<file path="config.mk">
export PLATFORM = sky130hd
export DESIGN_NAME = vrf_read_port_scheduler_flat
export DESIGN_NICKNAME = d
export VERILOG_FILES = /design/src/rtl/vrf_read_port_scheduler_if.sv /design/src/rtl/vrf_read_port_scheduler.sv /design/src/flat_wrapper.sv
export SDC_FILE = /design/constraint.sdc
export NUM_CORES = 1
export LEC_CHECK = 0
export BUFFER_PORTS_ARGS = -buffer_cell sky130_fd_sc_hd__buf_4
export CAP_MARGIN = 5
export CORE_ASPECT_RATIO = 1.1
export CORE_UTILIZATION = 45
export DETAILED_ROUTE_END_ITERATION = 6
export PLACE_DENSITY = 0.66
export SETUP_SLACK_MARGIN = 0.1
export SLEW_MARGIN = 25
export SYNTH_ARGS = -nofsm -noshare
export SYNTH_HDL_FRONTEND = slang
export SYNTH_SLANG_ARGS = --single-unit
</file>
<file path="constraint.sdc">
create_clock -name clk_i -period 3.4 [get_ports clk_i]
set_input_delay 0.17 -clock clk_i [delete_from_list [all_inputs] [get_ports clk_i]]
set_output_delay 0.17 -clock clk_i [all_outputs]
set_load 0.01 [all_outputs]
</file>
<file path="src/rtl/vrf_read_port_scheduler_if.sv">
`default_nettype none
// ============================================================================
// Module      : vrf_read_port_scheduler_if
// Description : Request/release/lending bus between the vector drivers and
//               the VRF read-port scheduler.
// Revision    : 1.0 - initial release
// ============================================================================
interface vrf_read_port_scheduler_if #(
  parameter int W_PORTS_NUM = 4,
  parameter int R_PORTS_NUM = 2 * W_PORTS_NUM
);
  localparam int c_DRV_W  = $clog2(W_PORTS_NUM);
  localparam int c_PORT_W = $clog2(R_PORTS_NUM);

  logic [W_PORTS_NUM-1:0]               req_i;
  logic [W_PORTS_NUM-1:0]               rel_i;
  logic [W_PORTS_NUM-1:0]               idle_i;
  logic [W_PORTS_NUM-1:0]               grant_o;
  logic [W_PORTS_NUM-1:0][c_PORT_W-1:0] granted_port_o;
  logic [R_PORTS_NUM-1:0][c_DRV_W-1:0]  read_port_allocation_o;
  logic [R_PORTS_NUM-1:0]               primary_read_data_o;
  logic [W_PORTS_NUM-1:0]               owner_blocked_o;

  // Driver side: issues requests/releases, observes the allocation.
  modport master (
    output req_i, rel_i, idle_i,
    input  grant_o, granted_port_o, read_port_allocation_o,
           primary_read_data_o, owner_blocked_o
  );

  // Scheduler side.
  modport slave (
    input  req_i, rel_i, idle_i,
    output grant_o, granted_port_o, read_port_allocation_o,
           primary_read_data_o, owner_blocked_o
  );
endinterface
`default_nettype wire

</file>
<file path="src/rtl/vrf_read_port_scheduler.sv">
`default_nettype none
// ============================================================================
// Module      : vrf_read_port_scheduler
// Description : Lends idle drivers' VRF read ports to drivers that need a
//               third operand port. Round-robin among requesters, lowest
//               eligible port wins, loans last until an explicit release.
//               Requires W_PORTS_NUM >= 2.
// Revision    : 1.0 - initial release
// ============================================================================
module vrf_read_port_scheduler #(
  parameter int W_PORTS_NUM = 4,
  parameter int R_PORTS_NUM = 2 * W_PORTS_NUM
) (
  input  wire logic               clk_i,
  input  wire logic               rst_i,
  vrf_read_port_scheduler_if.slave bus
);
  localparam int c_DRV_W  = $clog2(W_PORTS_NUM);
  localparam int c_PORT_W = $clog2(R_PORTS_NUM);

  // Per-port loan state
  logic [R_PORTS_NUM-1:0]               r_lent;
  logic [R_PORTS_NUM-1:0][c_DRV_W-1:0]  r_holder;
  // Per-driver hold state
  logic [W_PORTS_NUM-1:0]               r_held;
  logic [W_PORTS_NUM-1:0][c_PORT_W-1:0] r_granted_port;
  logic [W_PORTS_NUM-1:0]               r_grant;
  logic [c_DRV_W-1:0]                   r_rr_ptr;

  logic [W_PORTS_NUM-1:0]               w_rel_eff;
  logic [R_PORTS_NUM-1:0]               w_rel_port;
  logic [R_PORTS_NUM-1:0]               w_port_free;
  logic [W_PORTS_NUM-1:0]               w_has_port;
  logic [W_PORTS_NUM-1:0][c_PORT_W-1:0] w_low_port;
  logic [W_PORTS_NUM-1:0]               w_cand;
  logic                                 w_any;
  logic [c_DRV_W-1:0]                   w_any_idx;
  logic                                 w_hi;
  logic [c_DRV_W-1:0]                   w_hi_idx;
  logic                                 w_grant_vld;
  logic [c_DRV_W-1:0]                   w_win;
  logic [c_PORT_W-1:0]                  w_win_port;

  // A release from a driver that holds nothing is meaningless and dropped.
  assign w_rel_eff = bus.rel_i & r_held;

  // Mark the ports being released this cycle; they are not re-lendable until next cycle.
  always_comb begin
    w_rel_port = '0;
    for (int j = 0; j < W_PORTS_NUM; j++) begin
      for (int k = 0; k < R_PORTS_NUM; k++) begin
        if (w_rel_eff[j] && (r_granted_port[j] == c_PORT_W'(k))) begin
          w_rel_port[k] = 1'b1;
        end
      end
    end
  end

  // A port can be lent only when it is free, its owner is idle and no release hits it.
  for (genvar k = 0; k < R_PORTS_NUM; k++) begin : g_free
    assign w_port_free[k] = ~r_lent[k] & bus.idle_i[k/2] & ~w_rel_port[k];
  end

  // For every driver, find the lowest free port not owned by that driver.
  always_comb begin
    w_has_port = '0;
    w_low_port = '0;
    for (int j = 0; j < W_PORTS_NUM; j++) begin
      for (int k = R_PORTS_NUM - 1; k >= 0; k--) begin
        if (w_port_free[k] && ((k / 2) != j)) begin
          w_has_port[j] = 1'b1;
          w_low_port[j] = c_PORT_W'(k);
        end
      end
    end
  end

  // Requests from drivers already holding a port are ignored.
  assign w_cand = bus.req_i & ~r_held & w_has_port;

  // Rotating priority: lowest candidate at/after rr_ptr, otherwise lowest overall.
  always_comb begin
    w_any     = 1'b0;
    w_any_idx = '0;
    w_hi      = 1'b0;
    w_hi_idx  = '0;
    for (int j = W_PORTS_NUM - 1; j >= 0; j--) begin
      if (w_cand[j]) begin
        w_any     = 1'b1;
        w_any_idx = c_DRV_W'(j);
        if (j >= int'(r_rr_ptr)) begin
          w_hi     = 1'b1;
          w_hi_idx = c_DRV_W'(j);
        end
      end
    end
  end

  assign w_grant_vld = w_any;
  assign w_win       = w_hi ? w_hi_idx : w_any_idx;
  assign w_win_port  = w_low_port[w_win];

  // Loan bookkeeping: apply releases, then record at most one new grant.
  always_ff @(posedge clk_i or posedge rst_i) begin
    if (rst_i) begin
      r_lent         <= '0;
      r_holder       <= '0;
      r_held         <= '0;
      r_granted_port <= '0;
      r_grant        <= '0;
      r_rr_ptr       <= '0;
    end else begin
      r_grant <= '0;
      for (int j = 0; j < W_PORTS_NUM; j++) begin
        if (w_rel_eff[j]) begin
          r_held[j] <= 1'b0;
        end
      end
      for (int k = 0; k < R_PORTS_NUM; k++) begin
        if (w_rel_port[k]) begin
          r_lent[k] <= 1'b0;
        end
      end
      // The winner never releases in the same cycle (it holds nothing) and
      // its port is never a released one, so these writes cannot collide.
      if (w_grant_vld) begin
        r_grant[w_win]        <= 1'b1;
        r_held[w_win]         <= 1'b1;
        r_lent[w_win_port]    <= 1'b1;
        r_holder[w_win_port]  <= w_win;
        r_granted_port[w_win] <= w_win_port;
        r_rr_ptr <= (w_win == c_DRV_W'(W_PORTS_NUM - 1)) ? '0 : (w_win + c_DRV_W'(1));
      end
    end
  end

  assign bus.grant_o        = r_grant;
  assign bus.granted_port_o = r_granted_port;

  // Per-port mux: a lent port is addressed by its holder, otherwise by its owner.
  for (genvar k = 0; k < R_PORTS_NUM; k++) begin : g_port_out
    assign bus.primary_read_data_o[k]    = ~r_lent[k];
    assign bus.read_port_allocation_o[k] = r_lent[k] ? r_holder[k] : c_DRV_W'(k / 2);
  end

  // An owner with any port out on loan must not start a new instruction.
  for (genvar w = 0; w < W_PORTS_NUM; w++) begin : g_owner
    assign bus.owner_blocked_o[w] = r_lent[2*w] | r_lent[2*w+1];
  end

endmodule
`default_nettype wire

</file>
<file path="src/flat_wrapper.sv">
// flat-port wrapper written by rule: the top's interface ports become plain ports
module vrf_read_port_scheduler_flat 
#(
  parameter int W_PORTS_NUM = 4,
  parameter int R_PORTS_NUM = 2 * W_PORTS_NUM
)
  (clk_i, rst_i, bus_req_i, bus_rel_i, bus_idle_i, bus_grant_o, bus_granted_port_o, bus_read_port_allocation_o, bus_primary_read_data_o, bus_owner_blocked_o);
  vrf_read_port_scheduler_if #(.W_PORTS_NUM(W_PORTS_NUM), .R_PORTS_NUM(R_PORTS_NUM)) bus_i ();
  input  wire logic clk_i;
  input  wire logic rst_i;
  input wire logic [$bits(bus_i.req_i)-1:0] bus_req_i;
  input wire logic [$bits(bus_i.rel_i)-1:0] bus_rel_i;
  input wire logic [$bits(bus_i.idle_i)-1:0] bus_idle_i;
  output wire logic [$bits(bus_i.grant_o)-1:0] bus_grant_o;
  output wire logic [$bits(bus_i.granted_port_o)-1:0] bus_granted_port_o;
  output wire logic [$bits(bus_i.read_port_allocation_o)-1:0] bus_read_port_allocation_o;
  output wire logic [$bits(bus_i.primary_read_data_o)-1:0] bus_primary_read_data_o;
  output wire logic [$bits(bus_i.owner_blocked_o)-1:0] bus_owner_blocked_o;
  assign bus_i.req_i = bus_req_i;
  assign bus_i.rel_i = bus_rel_i;
  assign bus_i.idle_i = bus_idle_i;
  assign bus_grant_o = bus_i.grant_o;
  assign bus_granted_port_o = bus_i.granted_port_o;
  assign bus_read_port_allocation_o = bus_i.read_port_allocation_o;
  assign bus_primary_read_data_o = bus_i.primary_read_data_o;
  assign bus_owner_blocked_o = bus_i.owner_blocked_o;
  vrf_read_port_scheduler #(.W_PORTS_NUM(W_PORTS_NUM), .R_PORTS_NUM(R_PORTS_NUM)) u_core (.clk_i(clk_i), .rst_i(rst_i), .bus(bus_i));
endmodule
</file>
# After elaboration in Yosys (flattened, before gate mapping)
# Index checks and enable logic that the tools add are counted.
[op_classes]
n_bitwise = 42
eq_ne = 29
muxes = 125
n_lt_le_gt_ge = 7
n_addsub = 1
reduce_logical = 38
[op_table]
columns = ["op", "count"]
rows = [
  ["$mux W1", 74],
  ["$mux W3", 20],
  ["$eq A3 B3 Y1 const B", 16],
  ["$mux W2", 21],
  ["$logic_and A1 B1 Y1", 34],
  ["$eq A3 B2 Y1 const B", 8],
  ["$and A1 B1 Y1", 16],
  ["$bwmux W16", 1],
  ["$not A1 Y1", 16],
  ["$and A4 B4 Y4", 3],
  ["$bwmux W12", 1],
  ["$eq A3 B1 Y1 const B", 4],
  ["$logic_not A3 Y1", 4],
  ["$mux W4", 2],
  ["$mux W8", 1],
  ["$or A8 B8 Y8", 1],
  ["$bmux W3 S2", 1],
  ["$demux W2 S3", 1],
  ["$demux W3 S2", 1],
  ["$ge A1 B2 Y1 const A", 2],
  ["$lt A3 B4 Y1 const B", 1],
  ["$not A4 Y4", 1],
  ["$or A1 B1 Y1", 4],
  ["$or A4 B4 Y4", 1],
  ["other kinds (8)", 8],
]
[word_totals]
in_bits = 14
regBits = 46
wordCells = 258

# Longest topological paths before layout
[logic_depth]
word_depth = 31
mapped_depth = 15
depth_no_buf = 12

# Worst setup path before layout
# No wires, ideal clock.
[synth_path]
kind = "flip-flop to flip-flop"
from = "register u_core.r_granted_port, in the netlist u_core.bus.granted_port_o[8]"
to = "register u_core.r_holder[7] in the netlist's numbering"
setup_time_ns = 0.125
path_slack_ns = 0.014
path_stages_with_launch = 13
arrival_time_ns = 3.261
required_time_ns = 3.275
cell_sequence = "dfrtp_1 -> nand3_1 -> o32ai_2 -> nor4_4 -> a31oi_4 -> a311oi_2 -> o21bai_1 -> and2_1 -> buf_6 -> mux2_1 -> o22ai_2 -> or4b_4 -> mux2_4"
[synth_via]
elab_chain_len = 28
elab_cells_between_ends = 114
classes_between = "2 x order compare; 7 x eq/ne; 78 x mux; 17 x bitwise; 10 x reduce/logical"
[synth_rtl]
columns = ["item", "line_no", "rtl"]
rows = [
  ["start: declaration", "vrf_read_port_scheduler.sv:26", "logic [W_PORTS_NUM-1:0][c_PORT_W-1:0] r_granted_port;"],
  ["start signal: indexed assignment", "vrf_read_port_scheduler.sv:131", "r_granted_port[w_win] <= w_win_port;"],
  ["$eq A3 B3 Y1", "vrf_read_port_scheduler.sv:52", "if (w_rel_eff[j] && (r_granted_port[j] == c_PORT_W'(k))) begin"],
  ["$logic_and A1 B1 Y1", "vrf_read_port_scheduler.sv:52", ""],
  ["$mux W1 (2 in a row)", "vrf_read_port_scheduler.sv:52", ""],
  ["$not A1 Y1", "vrf_read_port_scheduler.sv:61", "assign w_port_free[k] = ~r_lent[k] & bus.idle_i[k/2] & ~w_rel_port[k];"],
  ["$and A1 B1 Y1", "vrf_read_port_scheduler.sv:61", ""],
  ["$mux W1 (6 in a row)", "vrf_read_port_scheduler.sv:70", "if (w_port_free[k] && ((k / 2) != j)) begin"],
  ["$and A4 B4 Y4", "vrf_read_port_scheduler.sv:79", "assign w_cand = bus.req_i & ~r_held & w_has_port;"],
  ["$mux W2 or $mux W1 (tied branches)", "vrf_read_port_scheduler.sv:88", "if (w_cand[j]) begin"],
  ["[... 6 more ...]", "--", ""],
  ["$mux W2", "vrf_read_port_scheduler.sv:100", "assign w_win = w_hi ? w_hi_idx : w_any_idx;"],
  ["$bmux W3 S2", "vrf_read_port_scheduler.sv:101", "assign w_win_port = w_low_port[w_win];"],
  ["$mux W3 (not written as such)", "vrf_read_port_scheduler.sv:101", ""],
  ["$lt A3 B4 Y1 (not written as such) or $ge A3 B1 Y1 (tied branches)", "vrf_read_port_scheduler.sv:130", "r_holder[w_win_port] <= w_win;"],
  ["$logic_and A1 B1 Y1 (not written as such)", "vrf_read_port_scheduler.sv:130", ""],
  ["$mux W2 (not written as such)", "vrf_read_port_scheduler.sv:130", ""],
  ["$demux W2 S3", "--", ""],
  ["$bwmux W16", "vrf_read_port_scheduler.sv:130", ""],
  ["end signal: indexed assignment", "vrf_read_port_scheduler.sv:130", ""],
  ["end: declaration", "vrf_read_port_scheduler.sv:23", "logic [R_PORTS_NUM-1:0][c_DRV_W-1:0] r_holder;"],
]
# Several ways; a longest one is shown, not always the timed one. The select of a mux whose other input is x is not followed.
# A chain may end at the register's enable or synchronous reset.

# Worst setup path after layout
[layout_path]
from = "register u_core.r_granted_port, in the netlist u_core.bus.granted_port_o[2]"
to = "register u_core.r_holder[7] in the netlist's numbering"
[layout_via]
elab_chain_len = 30
elab_cells_between_ends = 130
classes_between = "2 x order compare; 7 x eq/ne; 94 x mux; 17 x bitwise; 10 x reduce/logical"
[layout_rtl]
columns = ["item", "line_no"]
rows = [
  ["$eq A3 B3 Y1", "vrf_read_port_scheduler.sv:52"],
  ["$logic_and A1 B1 Y1", "vrf_read_port_scheduler.sv:52"],
  ["$mux W1 (4 in a row)", "vrf_read_port_scheduler.sv:52"],
  ["$not A1 Y1", "vrf_read_port_scheduler.sv:61"],
  ["$and A1 B1 Y1", "vrf_read_port_scheduler.sv:61"],
  ["$mux W1 (6 in a row)", "vrf_read_port_scheduler.sv:70"],
  ["$and A4 B4 Y4", "vrf_read_port_scheduler.sv:79"],
  ["$mux W2 or $mux W1 (tied branches)", "vrf_read_port_scheduler.sv:88"],
  ["[... 6 more ...]", "--"],
  ["$mux W2", "vrf_read_port_scheduler.sv:100"],
  ["$bmux W3 S2", "vrf_read_port_scheduler.sv:101"],
  ["$mux W3 (not written as such)", "vrf_read_port_scheduler.sv:101"],
  ["$lt A3 B4 Y1 (not written as such) or $ge A3 B1 Y1 (tied branches)", "vrf_read_port_scheduler.sv:130"],
  ["$logic_and A1 B1 Y1 (not written as such)", "vrf_read_port_scheduler.sv:130"],
  ["$mux W2 (not written as such)", "vrf_read_port_scheduler.sv:130"],
  ["$demux W2 S3", "--"],
  ["$bwmux W16", "vrf_read_port_scheduler.sv:130"],
]
# Several ways; a longest one is shown, not always the timed one. The select of a mux whose other input is x is not followed.

==> results_dict.tcl <==
set metrics [dict create \
    status "finished, violations left" \
    violations "hold timing, setup timing" \
    dpl-instance-area_sq_mm 0.00381 \
    clock_skew_ns 0.00494 \
    synth_top_family_by_area "simple AND/OR/NAND/NOR gates" \
    rrSetupSlack_ns -0.21 \
    core_area_sq_mm 0.00591 \
    via_count 2648 \
    worst-r2r-cell-count 14 \
    synthCells 272 \
    syn_avg_cell_area_sq_um 10.3 \
    cp.required_ns 3.60 \
    dp_hpwl_mm 5.94 \
    ioPinCount 58 \
    numCtsBuffers 5 \
    maxCapViolCount 0 \
    nets 428 \
    worst_path_max_delay_cell "or4b_4" \
    fmax_mhz 277 \
    die_y_um 84.9 \
    grt_pass1_wl_mm 13.5 \
    cts.sinks 46 \
    htreeDepth 2 \
    insertion_delay_ns 0.31 \
    instances_no_fill 487 \
    setup_ws_ns -0.214 \
    antenna_left 0 \
    worst_slew_pin_slew_ns 0.796 \
    ctsHoldBuffers 0 \
    period_share_pct 106 \
    relSlewSlack_pct 46.9 \
    drcViolationCount 0 \
    max_stage_delay_ns 0.53 \
    critPathArrivalTime_ns 3.81 \
    synthToLayoutAreaGrowth_pct 54.6 \
    finalHoldViolations 19 \
    cts_root_buf "clkbuf_8" \
    first_global_vias 2688 \
    synth-xor-area-share_pct 0 \
    path_class "register to register" \
    tns_ns -2.49 \
    routedWlPerCell_um 17.6 \
    antenna_found_initial 0 \
    synth_area_sq_mm 0.00281 \
    synth_compound_area_share_pct 15.0 \
    powerDensity_mw_per_mm2 1090 \
    num_rows 29 \
    yosysWarnings 0 \
    startpoint "u_core.bus.granted_port_o[2]" \
    pre_cts_slack_ns -0.418 \
    synth_cell_types 56 \
    r2r-end "u_core.r_holder[7]" \
    synth_adder_area_share_pct 1.78 \
    fin_total_pwr_mw 4.74 \
    yosysSeqAreaShare_pct 40.9 \
    rsz0062_at_grt "yes" \
    cts_tree "built" \
    power.leakage_nw 2.06 \
    synth_simple_gate_area_share_pct 26.1 \
    finalCriticalPeriod_ns 3.61 \
    clkSlewWorstSetupHoldPaths_ns 0.09 \
    post_drt_via_cell_ratio 5.44 \
    fin_util_pct 73.5 \
    drt_iter0_drc 170 \
    syn_nets 290 \
    startpoint_type "register" \
    dieArea_sq_mm 0.00657 \
    ys_seq_elements 46 \
    setup_viol 17 \
    overflow 0 \
    cp_max_fo 8 \
    slew_violations 0 \
    die_width_um 77.4 \
    port_buffers 57 \
    layout-drive-gt1-share_pct 55.9 \
    synthMuxAreaShare_pct 11.3 \
    crit_end "u_core.r_holder[7]" \
    hold_path.class "input pin to async pin" \
    r2r-start "u_core.bus.granted_port_o[2]" \
    drt-pass1-iter-count 4 \
    crit_chain "nand3b_1 > buf_4 > o22ai_4 > nor4_4 > nor2_4 > buf_12 > a31oi_4 > a32oi_2 > and2_4 > buf_4 > mux2_4 > o22ai_4 > or4b_4 > mux2_4" \
    track_usage_pct 26.7 \
    gp_congestion 0.892 \
    finalInstanceArea_sq_mm 0.00435 \
    antennaDiodeCount 0 \
    grt_start_max_net_pins 47 \
    hold-worst-slack_ns -0.0182 \
    cts_buffer_depth 2 \
    endpoint_kind "register" \
    initial_core_util_pct 47.5 \
    wirelength_mm 8.58 \
    vdd_drop_max_mv 0.674 \
    dp_cells 460 \
]
critical path: cells and delay by family (launching register included):
| family | cells | cell delay [ns] |
|---|---|---|
| and+or+nand+nor | 5 | 1.32 |
| AOI/OAI and AO/OA | 4 | 0.64 |
| muxes | 2 | 0.61 |
| buffers and inverters | 3 | 0.50 |
| DFF | 1 | 0.41 |
state kept, by name (all words and copies together) (netlist names):
signal / flops
u_core.bus.granted_port_o: 12
u_core.r_lent: 8
u_core.r_held: 4
u_core.bus.grant_o: 4
u_core.r_holder: 16
u_core.r_rr_ptr: 2
worst min path at each step:
stage	startpoint	endpoint	slack (ns)	cells past startpoint
2_1_floorplan	bus_rel_i[0]	u_core.r_held[0]	0.27	1
3_3_place_gp	bus_rel_i[0]	u_core.r_held[0]	0.37	2
3_5_place_dp	bus_rel_i[3]	u_core.r_held[3]	0.39	2
4_1_cts	bus_rel_i[1]	u_core.r_held[1]	0.08	2
5_1_grt	rst_i	u_core.bus.granted_port_o[7]	0.05	2
6_report	rst_i	u_core.bus.granted_port_o[7]	-0.02	2
cells by family after synthesis:
kind of cell / Yosys count
multiplexers: 27
flip-flops: 46
adder cells (fa/ha/maj): 4
AO/OA/AOI/OAI: 52
buffers and inverters: 30
AND/OR/NAND/NOR: 113
cell usage in the layout, fill, tap and decap left out, types with 8 or more instances in the layout:
cell type / instances
buf_4: 132
dfrtp_1: 42
nand2_1: 34
inv_1: 19
nand2b_1: 16
mux2_4: 15
o21ai_0: 11
mux2_2: 8
and2_1: 8
where the power goes:
part,internal [mW],switching (mW)
Sequential,0.795,0.196
Clock,0.141,0.191
Combinational,1.81,1.61
Yosys cell counts, drive strengths merged:
| cell | n | area [sq um] |
|---|---|---|
| a2111oi | 1 | 15.0 |
| a211oi | 1 | 7.51 |
| a21o | 3 | 22.5 |
| a21oi | 4 | 20.0 |
| a311oi | 3 | 32.5 |
| a31o | 1 | 8.76 |
| a31oi | 4 | 55.1 |
| a32oi | 1 | 8.76 |
| a41o | 1 | 10.0 |
| and2 | 9 | 56.3 |
| and4bb | 3 | 37.5 |
| buf | 6 | 47.5 |
| clkbuf | 3 | 11.3 |
| dfrtp | 46 | 1150 |
| ha | 4 | 50.1 |
| inv | 21 | 78.8 |
| mux2 | 26 | 308 |
| mux2i | 1 | 10.0 |
| nand2 | 34 | 128 |
| nand2b | 16 | 100 |
| nand3 | 5 | 25.0 |
| nand3b | 7 | 52.6 |
| nand4 | 1 | 6.26 |
| nand4b | 1 | 8.76 |
| nor2 | 10 | 42.5 |
| nor3 | 11 | 60.1 |
| nor4 | 5 | 80.1 |
| nor4b | 3 | 71.3 |
| o211ai | 1 | 12.5 |
| o21ai | 12 | 63.8 |
| o21bai | 3 | 22.5 |
| o221a | 1 | 11.3 |
| o22ai | 11 | 81.3 |
| o31ai | 2 | 15.0 |
| o32ai | 2 | 25.0 |
| o41ai | 1 | 8.76 |
| or2 | 2 | 12.5 |
| or2b | 1 | 7.51 |
| or3 | 1 | 6.26 |
| or4 | 3 | 26.3 |
| or4b | 1 | 13.8 |
area by class of cell:
cell class	instances	area (sq um)
Fill cell	418	1570
Timing Repair Buffer	140	1090
Inverter	21	80.1
Clock inverter	1	7.51
Clock buffer	6	72.6
Multi-Input combinational cell	196	1840
Tap cell	77	96.3
Sequential cell	46	1160
repair_timing:
action / in CTS / in global routing
pin swaps: 19 / 6
gates cloned: 0 / 0
setup buffers: 14 / 8
gates resized for setup: 38 / 23
setup endpoints to repair: 31 / 35
layer usage:
metal	vias up	part of all wire [%]	wire [um]	track usage (%)
met5	-	0	0	0
met4	0	2.1	180	12.3
met3	14	4.6	394	4.30
met2	84	52	4440	45.7
met1	1299	42	3560	33.0
li1	1251	-	-	-
(Power assumes the default switching activity.)
